$ cat config.mk
export PLATFORM = sky130hd
export DESIGN_NAME = wb_queue
export DESIGN_NICKNAME = d
export VERILOG_FILES = /design/src/rtl/common_pkg.sv /design/src/rtl/pipes_pkg.sv /design/src/rtl/wb_fifo2.sv /design/src/rtl/wb_queue.sv
export SDC_FILE = /design/constraint.sdc
export NUM_CORES = 1
export LEC_CHECK = 0
export CORE_MARGIN = 5
export CORE_UTILIZATION = 45
export CTS_CLUSTER_DIAMETER = 150
export DETAILED_ROUTE_END_ITERATION = 12
export HOLD_SLACK_MARGIN = 0.15
export PLACE_DENSITY = 0.69
export SLEW_MARGIN = 20
export SYNTH_ARGS = -nofsm -noshare
export SYNTH_HDL_FRONTEND = slang
export SYNTH_HIERARCHICAL = 1
export SYNTH_SLANG_ARGS = --single-unit
$ cat constraint.sdc
create_clock -name clk -period 5.5 [get_ports clk]
set_input_delay 0.825 -clock clk [delete_from_list [all_inputs] [get_ports clk]]
set_output_delay 0.825 -clock clk [all_outputs]
set_load 0.03 [all_outputs]
$ cat src/rtl/common_pkg.sv
// common: datapath word and architectural register address types shared across the core.
package common;
    typedef logic [31:0] word_t;
    typedef logic [4:0]  creg_addr_t;
endpackage

$ cat src/rtl/pipes_pkg.sv
// pipes: payload types passed between pipeline stages.
package pipes;
    import common::*;
    typedef struct packed {
        creg_addr_t addr;
        word_t      data;
    } wb_entry_t;
    // x0 is never written, so it never contributes a pending bit
    function automatic logic [31:0] reg_mask(input creg_addr_t a);
        return (a == '0) ? 32'd0 : (32'd1 << a);
    endfunction
endpackage

$ cat src/rtl/wb_fifo2.sv
// wb_fifo2: writeback FIFO with dual push (e0 then e1) and single pop.
module wb_fifo2 import common::*; import pipes::*; #(
    parameter int DEPTH = 4,
    localparam int PW = $clog2(DEPTH),
    localparam int CW = PW + 1
) (
    input  logic        clk,
    input  logic        reset,
    input  logic [1:0]  push_n_i,
    input  wb_entry_t   e0_i,
    input  wb_entry_t   e1_i,
    input  logic        pop_i,
    output logic [CW-1:0] count_o,
    output wb_entry_t   head_o,
    output creg_addr_t  addr_o [DEPTH],
    output logic [DEPTH-1:0] valid_o
);
    logic [PW-1:0] rd_q, rd_d, wr_q, wr_d, off;
    logic [CW-1:0] count_q, count_d;
    wb_entry_t     mem_q [DEPTH];
    always_comb begin
        rd_d    = rd_q + PW'(pop_i);
        wr_d    = wr_q + PW'(push_n_i);
        count_d = count_q + CW'(push_n_i) - CW'(pop_i);
    end
    always_ff @(posedge clk or negedge reset) begin
        if (!reset) begin
            rd_q    <= '0;
            wr_q    <= '0;
            count_q <= '0;
        end else begin
            rd_q    <= rd_d;
            wr_q    <= wr_d;
            count_q <= count_d;
        end
    end
    always_ff @(posedge clk) begin
        if (push_n_i != 2'd0) mem_q[wr_q] <= e0_i;
        if (push_n_i == 2'd2) mem_q[wr_q + PW'(1)] <= e1_i;
    end
    // an entry is live when its distance from the read pointer is below count
    always_comb begin
        off     = '0;
        valid_o = '0;
        for (int i = 0; i < DEPTH; i++) begin
            off        = PW'(i) - rd_q;
            valid_o[i] = {1'b0, off} < count_q;
            addr_o[i]  = mem_q[i].addr;
        end
    end
    assign count_o = count_q;
    assign head_o  = mem_q[rd_q];
endmodule

$ cat src/rtl/wb_queue.sv
// wb_queue: merges ALU (A) and MEM (B) results into one register-file write port.
// Define WB_BYPASS_EN to let the first result write in the same cycle when the queue is empty.
module wb_queue import common::*; import pipes::*; #(
    parameter int DEPTH = 4
) (
    input  logic        clk,
    input  logic        reset,
    input  logic        a_valid,
    output logic        a_ready,
    input  creg_addr_t  a_addr,
    input  word_t       a_data,
    input  logic        b_valid,
    output logic        b_ready,
    input  creg_addr_t  b_addr,
    input  word_t       b_data,
    output logic        wen,
    output creg_addr_t  wa,
    output word_t       wd,
    output logic [31:0] pending
);
    localparam int CW = $clog2(DEPTH) + 1;
    logic [CW-1:0]    count;
    wb_entry_t        head, a_ent, b_ent, first, e0, wb_out;
    creg_addr_t       addrs [DEPTH];
    logic [DEPTH-1:0] valid;
    logic             a_push, b_push, bypass, pop;
    logic [1:0]       push_n;
    always_comb begin
        b_ready = count < CW'(DEPTH);
        a_ready = b_valid ? count < CW'(DEPTH - 1) : b_ready;
        a_ent   = '{addr: a_addr, data: a_data};
        b_ent   = '{addr: b_addr, data: b_data};
        a_push  = a_valid && a_ready && a_addr != '0;
        b_push  = b_valid && b_ready && b_addr != '0;
        first   = b_push ? b_ent : a_ent;
`ifdef WB_BYPASS_EN
        bypass  = count == '0 && (a_push || b_push);
`else
        bypass  = 1'b0;
`endif
        push_n  = 2'(a_push) + 2'(b_push) - 2'(bypass);
        e0      = (b_push && !bypass) ? b_ent : a_ent;
        pop     = count != '0;
        wen     = pop || bypass;
        wb_out  = pop ? head : bypass ? first : '0;
        wa      = wb_out.addr;
        wd      = wb_out.data;
        pending = '0;
        for (int i = 0; i < DEPTH; i++)
            pending = pending | (valid[i] ? reg_mask(addrs[i]) : 32'd0);
    end
    wb_fifo2 #(.DEPTH(DEPTH)) u_fifo (
        .clk      (clk),
        .reset    (reset),
        .push_n_i (push_n),
        .e0_i     (e0),
        .e1_i     (a_ent),
        .pop_i    (pop),
        .count_o  (count),
        .head_o   (head),
        .addr_o   (addrs),
        .valid_o  (valid)
    );
endmodule
## Word level (Yosys, flattened, before mapping)

Memories as Yosys holds them, arrays and structs flattened.
Cells that the tools add are included.

- Shifts and indexed selects: 4
- Mux-type cells: 15
- Bitwise logic cells: 3
- Magnitude comparators: 6
- Equal/unequal tests: 1
- Reductions and logical operators: 12
- $add $sub $neg: 10

Operators by type and width:

| cell | count |
|---|---|
| two-way mux 32 bit | 8 |
| << shifter 1 x 5 -> 32 bit, first input constant | 4 |
| bitwise OR 32 bit | 3 |
| two-way mux 37 bit | 2 |
| zero test 5 bit | 4 |
| less-than comparator 2 x 3 -> 1 bit | 4 |
| nonzero test 5 bit | 2 |
| two-way mux 1 bit | 5 |
| logical AND 1 bit | 4 |
| subtractor 1 x 2 -> 2 bit, first input constant | 2 |
| subtractor 2 bit, first input constant | 2 |
| adder 3 x 2 -> 3 bit | 1 |
| less-than comparator 3 x 2 -> 1 bit, second input constant | 1 |
| less-than comparator 3 bit, second input constant | 1 |
| nonzero test 3 bit | 1 |
| subtractor 3 x 1 -> 3 bit | 1 |
| adder 1 x 1 -> 2 bit | 1 |
| adder 2 x 1 -> 2 bit | 1 |
| adder 2 x 1 -> 2 bit, second input constant | 1 |
| adder 2 bit | 1 |
| equality test 2 bit, second input constant | 1 |
| nonzero test 2 bit | 1 |

- Register bits: 7
- Bits in writable memories: 148
- Input port bits: 78
- Memories kept: 1

Memory list:

| name | depth | bits a word | rd ports | clocked after Yosys merged registers in | wr ports | RTL line | RTL |
|---|---|---|---|---|---|---|---|
| u_fifo.mem_q | 4 | 37 | 5 | 0 | 2 | wb_fifo2.sv:20 | `wb_entry_t mem_q [DEPTH];` |

## Logic depth before layout (Yosys ltp)

Gate-level depths: netlist of the first run.

- Word-level depth: 8
- Gate-level depth with buffers: 12
- Mapped depth without buffers: 10

## Cells and area by module

Netlist of the first run, hierarchy kept.

Modules (own cells, without submodules):

| module | area each (µm²) | sequential area each (µm²) | times used | cells each |
|---|---|---|---|---|
| wb_fifo2 | 7,785.0 | 4,619.4 | 1 | 431 |
| wb_queue | 1,767.9 | 0.0 | 1 | 232 |

## Worst setup path before layout of the first run

No wires, ideal clock.

- Path type: input -> register
- Start point: in b_addr[0]
- End point: mem u_fifo/mem_q[0][0] (netlist bit), enable pin
- Setup slack: -102 ps
- Library setup time: 487 ps
- Cell stages on the path: 7
- Arrival time: 5,115 ps
- Cell sequence: or4_4 o21ai_4 buf_6 inv_1 ha_1 nor2_1 o31ai_1

RTL lines:

| element | RTL line | RTL |
|---|---|---|
| start: declaration | wb_queue.sv:14 | `input creg_addr_t b_addr,` |
| end: declaration | wb_fifo2.sv:20 |  |

## Worst setup path after layout of the first run

- Start point: reg u_fifo.rd_q[1]
- End point: out pending[4]

- Longest elaborated chain between the ends: 6
- Elaborated cells between the ends (all ways): 15

Ends and longest elaborated chain:

| element | RTL line | RTL |
|---|---|---|
| start: declaration | wb_fifo2.sv:18 | `logic [PW-1:0] rd_q, rd_d, wr_q, wr_d, off;` |
| start signal: assignment | wb_fifo2.sv:32 | `rd_q <= rd_d;` |
| subtractor 1 x 2 -> 2 bit | wb_fifo2.sv:46 | `off = PW'(i) - rd_q;` |
| less-than comparator 2 x 3 -> 1 bit | wb_fifo2.sv:47 | `valid_o[i] = {1'b0, off} < count_q;` |
| net valid[0] | wb_queue.sv:25 | `logic [DEPTH-1:0] valid;` |
| two-way mux 32 bit | wb_queue.sv:50 | `pending = pending \| (valid[i] ? reg_mask(addrs[i]) : 32'd0);` |
| bitwise OR 32 bit (3 in series) | wb_queue.sv:50 |  |
| end: declaration | wb_queue.sv:19 | `output logic [31:0] pending` |

The timed path passes the listed nets, and every way through them passes these cells.

==> qor.yml, run 1 <==
setup_path:
  worstPathMaxFanout: 14
  rrSetupSlack_ps: 2230
  arrival_ps: 3640
  end_kind: "output port"
  crit_type: "reg2out"
  required_ps: 4680
  r2r_end: "u_fifo/mem_q[3][13]"
  max_stage_delay_ps: 710
  r2r_cells: 7
  r2r_start: "u_fifo/count_o[2]"
  critPathTopFamily: "simple AND/OR/NAND/NOR gates"
  crit_buf_inv: 2
  path_cells: "xnor2_1, inv_1, ha_1, a21oi_1, or2_2, nor4bb_1, a22oi_1, o221ai_1, clkdlybuf4s50_1"
  startpoint_type: "flop"
  crit_slowest_cell: "nor4bb_1"
timing:
  rsz0062_at_grt: "no"
  setup_violations: 0
  setup_tns_ps: 0
  fin_crit_ps: 4464
  hold_ws_ps: 672.5
  slew_violations: 0
  period_share: 0.8116
  tightest_slew_ps: 772.7
  finalHoldViolCount: 0
  fmax_ghz: 0.2240
  skew_ps: 8.301
  slew_headroom: 0.4778
global_route:
  grt_pass1_vias: 6839
  antenna_found_initial: 1
  grt_pass1_wl_um: 38980
  grtUsageTotal: 0.2073
  grt_max_degree: 38
  grt_overflow: 0
pwr:
  leakagePower_nw: 3.906
  finalPower_mw: 6.524
  p_per_area_mw_per_mm2: 554.7
  peakVddDrop_mv: 0.3245
route:
  via_per_inst: 5.974
  first_iter_violations: 510
  drc: 0
  routed_wl_um: 24880
  ant_nets: 0
  dr.pass1.iters: 6
  vias: 6410
  wire_per_inst_um: 23.18
clock_tree:
  clock_sinks: 155
  post_cts_resized: 0
  numCtsBuffers: 17
  clock_latency_ps: 410
  post_cts.repair.setup_buffers: 0
  clk_pin_slew_ps: 60
  root_buffer: "clkbuf_16"
  htree_num_levels: 4
  clk_path_buf_depth: 2
  cts_hold_buf: 0
  cts_tree: "done"
finish:
  layout.cells.non_filler: 1073
  area.growth.synth_to_final_pct: 23.13
  layout-drive-gt1-share: 0.3521
  nets: 874
  diodes: 0
flow_run:
  drv_cap: 0
synth:
  yosys_warnings: 6
  netlist_area_sq_mm: 0.009553
  yosysMostFrequentCell: "mux2_2"
  syn_area_per_cell_sq_um: 14.41
  async_flop_share: 0.04516
  synth_common_cells: "mux2_2 (178), edfxtp_1 (148), nor2b_1 (53)"
  ys_ff_latch: 155
  synth_nets: 752
  synth_edf_count: 148
  yosysTopAreaCellShare: 0.4652
  ys_top_cells_by_area: "edfxtp_1 (47%), mux2_2 (21%), mux4_2 (8.7%), nor2b_1 (3.5%), o221ai_1 (2.8%)"
  ys_seq_area_frac: 0.4836
  synth-main-ff-cell: "edfxtp_1"
  synth_area_leader_cell: "edfxtp_1"
  netlist_instances: 663
  synth_cell_types: 47
floorplanning:
  core_sq_mm: 0.02096
  initial_utilization: 0.4559
  die_area_sq_mm: 0.02424
  io_pins: 150
  num_rows: 53
  die_w_um: 155.7
  die_h_um: 155.7
placed_design:
  numPortBuffers: 148
  place_congestion: 0.8755
  dp_hpwl_um: 16960
  dp.cells: 1041
status:
  status: "completed"
hold_path:
  hold_class: "in2async"
## layout by cell type (no fill, tap or decap), drive strengths merged, types with 5 or more instances in the layout
master / synthesis / routed
inv: 11 / 13
clkbuf: 17 / 22
o221ai: 31 / 31
xnor2: 5 / 5
and4b: 6 / 6
nor2: 9 / 9
a32oi: 8 / 8
clkdlybuf4s50: 0 / 148
or2: 6 / 6
nand2: 9 / 9
a22oi: 23 / 23
nor2b: 53 / 53
ha: 10 / 10
buf: 46 / 18
mux2: 180 / 180
edfxtp: 148 / 148
dfrtp: 7 / 7
nand2b: 7 / 7
a22o: 5 / 5
nor4bb: 6 / 6
mux4: 37 / 37
nand3: 7 / 7
a21oi: 5 / 5
## per-layer routing
metal	track usage	part of all wire	wire length [um]	vias to the layer above
li1	-	-	-	2892
met2	0.3596	0.51	12640	256
met5	0	0.00052	13	-
met3	0.03773	0.055	1363	34
met4	0.06086	0.018	451	2
met1	0.2669	0.42	10410	3226
## power by group
group | internal [mW] | leakage (nW) | switching, mW
clock | 0.740 | 0.287 | 0.456
sequential | 1.74 | 1.43 | 0.213
combinational | 1.50 | 2.18 | 1.87
total | 3.99 | 3.91 | 2.54
## worst max path at each step
stage	cells after the start	start	slack [ps]	end
finish	9	u_fifo/rd_q[1]	1040	pending[4]
global route	9	u_fifo/rd_q[1]	790	pending[4]
CTS	9	u_fifo/rd_q[1]	1060	pending[4]
detailed placement	9	b_addr[0]	1160	u_fifo/mem_q[3][13]
global placement	9	b_addr[0]	1250	u_fifo/mem_q[3][11]
floorplan	8	b_addr[0]	890	u_fifo/mem_q[3][0]
## sequential cells by signal (all words and copies together), names as in the netlist
register and count:
u_fifo/wr_q 2, u_fifo/mem_q 148, u_fifo/count_o 3, u_fifo/rd_q 2
## cell type report
type | count | area [sq um]
fillers | 1689 | 9193
flip-flops and latches | 155 | 4622
multi-input cells | 434 | 4534
repair buffers | 166 | 1617
clock buffers | 22 | 464.2
well taps | 275 | 344.1
clock inverters | 10 | 140.1
inverters | 11 | 41.29
## cells by family (layout without fill, tap and decap cells)
kind of cell / after synthesis / after routing / synth area share
muxes: 217 / 217 / 0.2994
adders and majority gates: 11 / 11 / 0.01519
AOI/OAI and AO/OA: 79 / 79 / 0.06772
xor gates and xnor gates: 6 / 6 / 0.005501
other: 1 / 1 / 0.0003926
buffers and inverters: 74 / 209 / 0.04624
and+or+nand+nor: 120 / 120 / 0.08199
DFF: 155 / 155 / 0.4836
## metrics by stage
stage / setup WS [ps] / utilization / cell area (sq um)
floorplan: 891.0 / - / 9558
global placement: 1247 / 0.5325 / 11160
detailed placement: 1164 / 0.5325 / 11160
CTS: 1059 / 0.5613 / 11760
global route: 788.5 / 0.5613 / 11760
finish: 1036 / 0.5613 / 11760
No activity file was read; power rests on OpenSTA's default activity.
==> run 2: changes to the inputs <==
Settings changed: PLACE_DENSITY 0.69 to 0.71.
Clock period 5.5 ns to 4 ns, I/O delays scaled along.
==> qor.yml, run 2 (synthesized netlist as in run 1, its figures left out) <==
clock_tree:
  post_cts.repair.setup_buffers: 0
  cts_tree: "done"
  clock_latency_ps: 420
  cts_hold_buf: 0
  clock_sinks: 155
  numCtsBuffers: 17
  htree_num_levels: 4
  root_buffer: "clkbuf_16"
  clk_pin_slew_ps: 60
  clk_path_buf_depth: 2
pwr:
  peakVddDrop_mv: 0.4459
  p_per_area_mw_per_mm2: 749.3
  leakagePower_nw: 3.960
  finalPower_mw: 8.914
timing:
  period_share: 0.9579
  rsz0062_at_grt: "no"
  fin_crit_ps: 3832
  setup_violations: 0
  tightest_slew_ps: 756.6
  skew_ps: 5.989
  fmax_ghz: 0.2610
  hold_ws_ps: 465.3
  fin_ws_ps: 168.4
  finalHoldViolCount: 0
  slew_headroom: 0.4946
  slew_violations: 0
  setup_tns_ps: 0
route:
  vias: 6488
  wire_per_inst_um: 23.48
  routed_wl_um: 25380
  dr.pass1.iters: 5
  drc: 0
  ant_nets: 0
  via_per_inst: 6.002
  first_iter_violations: 391
finish:
  diodes: 0
  nets: 882
  regMostFlops: "u_fifo/mem_q"
  fin_area_sq_mm: 0.01190
  largest_register_ffs: 148
  layout.cells.non_filler: 1081
  fin_util: 0.5677
  final_cell_mix: "mux2_2 (178), clkdlybuf4s50_1 (148), edfxtp_1 (148), nor2b_1 (52), mux4_2 (37)"
  final_common_cell: "mux2_2"
  area.growth.synth_to_final_pct: 24.53
  layout-drive-gt1-share: 0.3610
setup_path:
  required_ps: 3400
  worstPathMaxFanout: 6
  crit_type: "reg2out"
  arrival_ps: 3230
  r2r_start: "u_fifo/count_o[2]"
  startpoint_type: "flop"
  startpoint: "u_fifo/rd_q[0]"
  end_kind: "output port"
placed_design:
  pre_cts_ws_ps: 220.1
  place_congestion: 0.9508
  numPortBuffers: 148
  placed_area_sq_mm: 0.01130
  dp_hpwl_um: 17550
  dp.cells: 1048
floorplanning:
  io_pins: 150
  die_w_um: 155.7
  die_area_sq_mm: 0.02424
  num_rows: 53
  core_sq_mm: 0.02096
  initial_utilization: 0.4559
  die_h_um: 155.7
global_route:
  grt_max_degree: 36
  antenna_found_initial: 0
  grt_overflow: 0
  grt_pass1_vias: 7050
  grtUsageTotal: 0.2082
  grt_pass1_wl_um: 38830
flow_run:
  drv_cap: 0
status:
  status: "completed"
hold_path:
  hold_class: "in2async"
## run 2: what timing repair did
| action | 4_1_cts | 5_1_grt |
|---|---|---|
| gates resized for setup | 3 | 7 |
| endpoints found under the setup margin | 10 | 17 |
| pin swaps | 0 | 0 |
## run 2: power by group
part | internal (mW) | switching (mW) | leakage (nW) | total [mW]
registers | 2.39 | 0.270 | 1.43 | 2.66
logic | 2.17 | 2.64 | 2.27 | 4.81
clock network | 0.847 | 0.594 | 0.255 | 1.44
total | 5.41 | 3.50 | 3.96 | 8.91
## run 2: worst paths after layout
path	endpoint	slack (ps)	cells after the start
max	pending[4]	170	8
min	u_fifo/count_o[0]	470	1
max reg2reg	u_fifo/mem_q[2][14]	950	7
min reg2reg	u_fifo/count_o[2]	680	1
max in group asynchronous	u_fifo/rd_q[1]	3250	1
min in group clk	u_fifo/count_o[2]	680	1
## run 2: layer usage
layer | wire length [um] | track usage
met3 | 1664 | 0.04300
met5 | 0 | 0
met2 | 13050 | 0.3726
met1 | 9928 | 0.2466
met4 | 731 | 0.08003
## run 2: area by class of cell
| cell class | count | area (sq um) |
|---|---|---|
| repair buffers | 174 | 1768 |
| clock inverters | 9 | 73.82 |
| flip-flops and latches | 155 | 4622 |
| multi-input cells | 434 | 4599 |
| well taps | 275 | 344.1 |
| clock buffers | 23 | 447.9 |
| inverters | 11 | 41.29 |
| fillers | 1699 | 9059 |
## run 2: critical path: stages, from the launching register on
cell,delay (ps)
dfrtp_2,410
xnor2_1,230
ha_1,280
a21oi_1,140
or2_2,190
nor4bb_2,500
a22oi_1,190
o221ai_1,150
clkdlybuf4s50_1,720
==> RTL change: new RTL, flow settings as in run 1 <==
Add a define of `WB_BYPASS_EN`.
--- a/src/rtl/wb_queue.sv
+++ b/src/rtl/wb_queue.sv
@@ -1,5 +1,7 @@
 // wb_queue: merges ALU (A) and MEM (B) results into one register-file write port.
 // Define WB_BYPASS_EN to let the first result write in the same cycle when the queue is empty.
+`define WB_BYPASS_EN
+
 module wb_queue import common::*; import pipes::*; #(
     parameter int DEPTH = 4
 ) (
Function: changed (a bounded check fails within 4 cycles, from zero or initial values and one cycle with reset low).
==> RTL change against run 1 <==
Wire length increased by 15%. Sequential cell count did not move. Clock skew down 0.78 ps. Total power rose by 17%. Combinational power grew 30%. Final area is 4.5% higher. Setup slack worse by 150 ps. Count of clock-buffer cells in the layout decreased by 4. Area after synthesis is 5.7% higher. Critical path type is now input pin to register. Largest cell class is now multi-input gates.
==> RTL change: results <==
group,metric,value,unit
clock_network,cts_buffers,17,
outcome,status,"complete, no violations",
clock_network,clk_path_buf_depth,2,
detailed_routing,vias_per_cell,6.175,
placed_design,dp_hpwl,19460,µm
timing,finalSetupTns,0,ps
placed_design,routabilityCongestion,0.9099,
setup_path,crit_family,"simple AND/OR/NAND/NOR gates",
clock_network,clk_pin_slew,60,ps
placed_design,post-place-ws,490.9,ps
synthesis,synth_compound_area_share,9.986,%
global_route,gr-usage-all-layers,21.94,%
synthesis,yosysSeqAreaShare,45.74,%
synthesis,synth-edff-count,148,
synthesis,yosys-top-cells-area,"edfxtp_1, mux2_2, mux4_2, a221o_1, nor2b_1",
timing,fmaxAchievable,216.9,MHz
placed_design,io_buffers,148,
clock_network,cts_max_level,4,
placed_design,place_area,0.01175,mm²
pwr,power.switching,3.175,mW
setup_path,slowest_delay,590,ps
synthesis,synth-xor-area-share,0.6071,%
clock_network,root_buffer,"clkbuf_16",
cells_and_area,diodes,0,
setup_path,r2r_slack,1640,ps
detailed_routing,drt_wl_total,28600,µm
setup_path,path_max_fanout,14,
synthesis,syn_nets,833,
pwr,vdd_ir_drop_max,395.9,µV
detailed_routing,ant_nets,0,
synthesis,synth_cell_types,63,
synthesis,yosys_most_used_dff,"edfxtp_1",
detailed_routing,initialDrtViolationCount,572,
global_route,grt_pass1_wl,43650,µm
synthesis,synthAdderAreaFrac,1.561,%
timing,slew_headroom,29.23,%
global_route,antenna_found_initial,0,
worst_hold_path,hp-class,"input pin to async pin",
clock_network,post_cts_buffers,0,
clock_network,cts_resized,0,
clock_network,clk_latency,420,ps
detailed_routing,drtPass1Iterations,5,
setup_path,crit_slowest_cell,"or4_1",
setup_path,crit_arrival,4780,ps
synthesis,synth_warnings,6,
global_route,grt_pass1_vias,7364,
cells_and_area,top_register,"u_fifo/mem_q",
synthesis,synth_mux_area_share,28.77,%
synthesis,synthArstFlopShare,4.516,%
global_route,grt_max_degree,39,
cells_and_area,layout.nets,955,
cells_and_area,drive_gt1_share,32.35,%
cells_and_area,largest_reg_flops,148,
synthesis,synthTopCellsByCount,"mux2_2, edfxtp_1, nor2b_1",
pwr,p_leak,4.115,nW
timing,clock_skew,7.517,ps
[RTL change: power by group through the flow]
stage / clock network, mW / logic (mW) / registers, mW
after CTS: 1.09 / 4.40 / 2.17
after global routing: 1.13 / 4.63 / 2.22
final: 1.07 / 4.37 / 2.18
after global placement: 0 / 4.34 / 2.19
after detailed placement: 0 / 4.35 / 2.20
after floorplan: 0 / 3.03 / 2.03
[RTL change: final timing paths]
check,start,end,cells past startpoint
worst max-delay path,a_addr[4],u_fifo/mem_q[2][16],13
worst min-delay path,reset,u_fifo/wr_q[1],1
worst max register to register,u_fifo/count_o[2],u_fifo/mem_q[2][16],12
worst min register to register,u_fifo/wr_q[0],u_fifo/wr_q[0],1
max in group asynchronous,reset,u_fifo/rd_q[0],1
min in group clk,u_fifo/wr_q[0],u_fifo/wr_q[0],1
[RTL change: cell type report]
class                           instances  area (µm²)
Tap cell                              280       350.3
Fill cell                            1788        9672
Sequential cell                       155        4622
Clock inverter                         14       105.1
Inverter                               14       53.80
Timing Repair Buffer                  168        1682
Multi-Input combinational cell        509        5045
Clock buffer                           18       429.2
[RTL change: stage by stage]
| stage | total power [mW] | hold WS (ps) | std cells |
|---|---|---|---|
| after global routing | 7.978 | 687.6 | 1158 |
| after global placement | 6.536 | 724.1 | 1126 |
| after floorplan | 5.053 | 464.2 | 743 |
| final | 7.620 | 670.5 | 1158 |
| after detailed placement | 6.552 | 754.0 | 1126 |
| after CTS | 7.657 | 669.6 | 1158 |
[RTL change: layer usage]
metal,global-route usage [%],vias up,routed length [µm]
met3,2.835,59,1569
met2,39.16,311,14540
li1,-,3234,-
met4,7.079,0,667
met1,27.77,3547,11820
met5,0,-,0
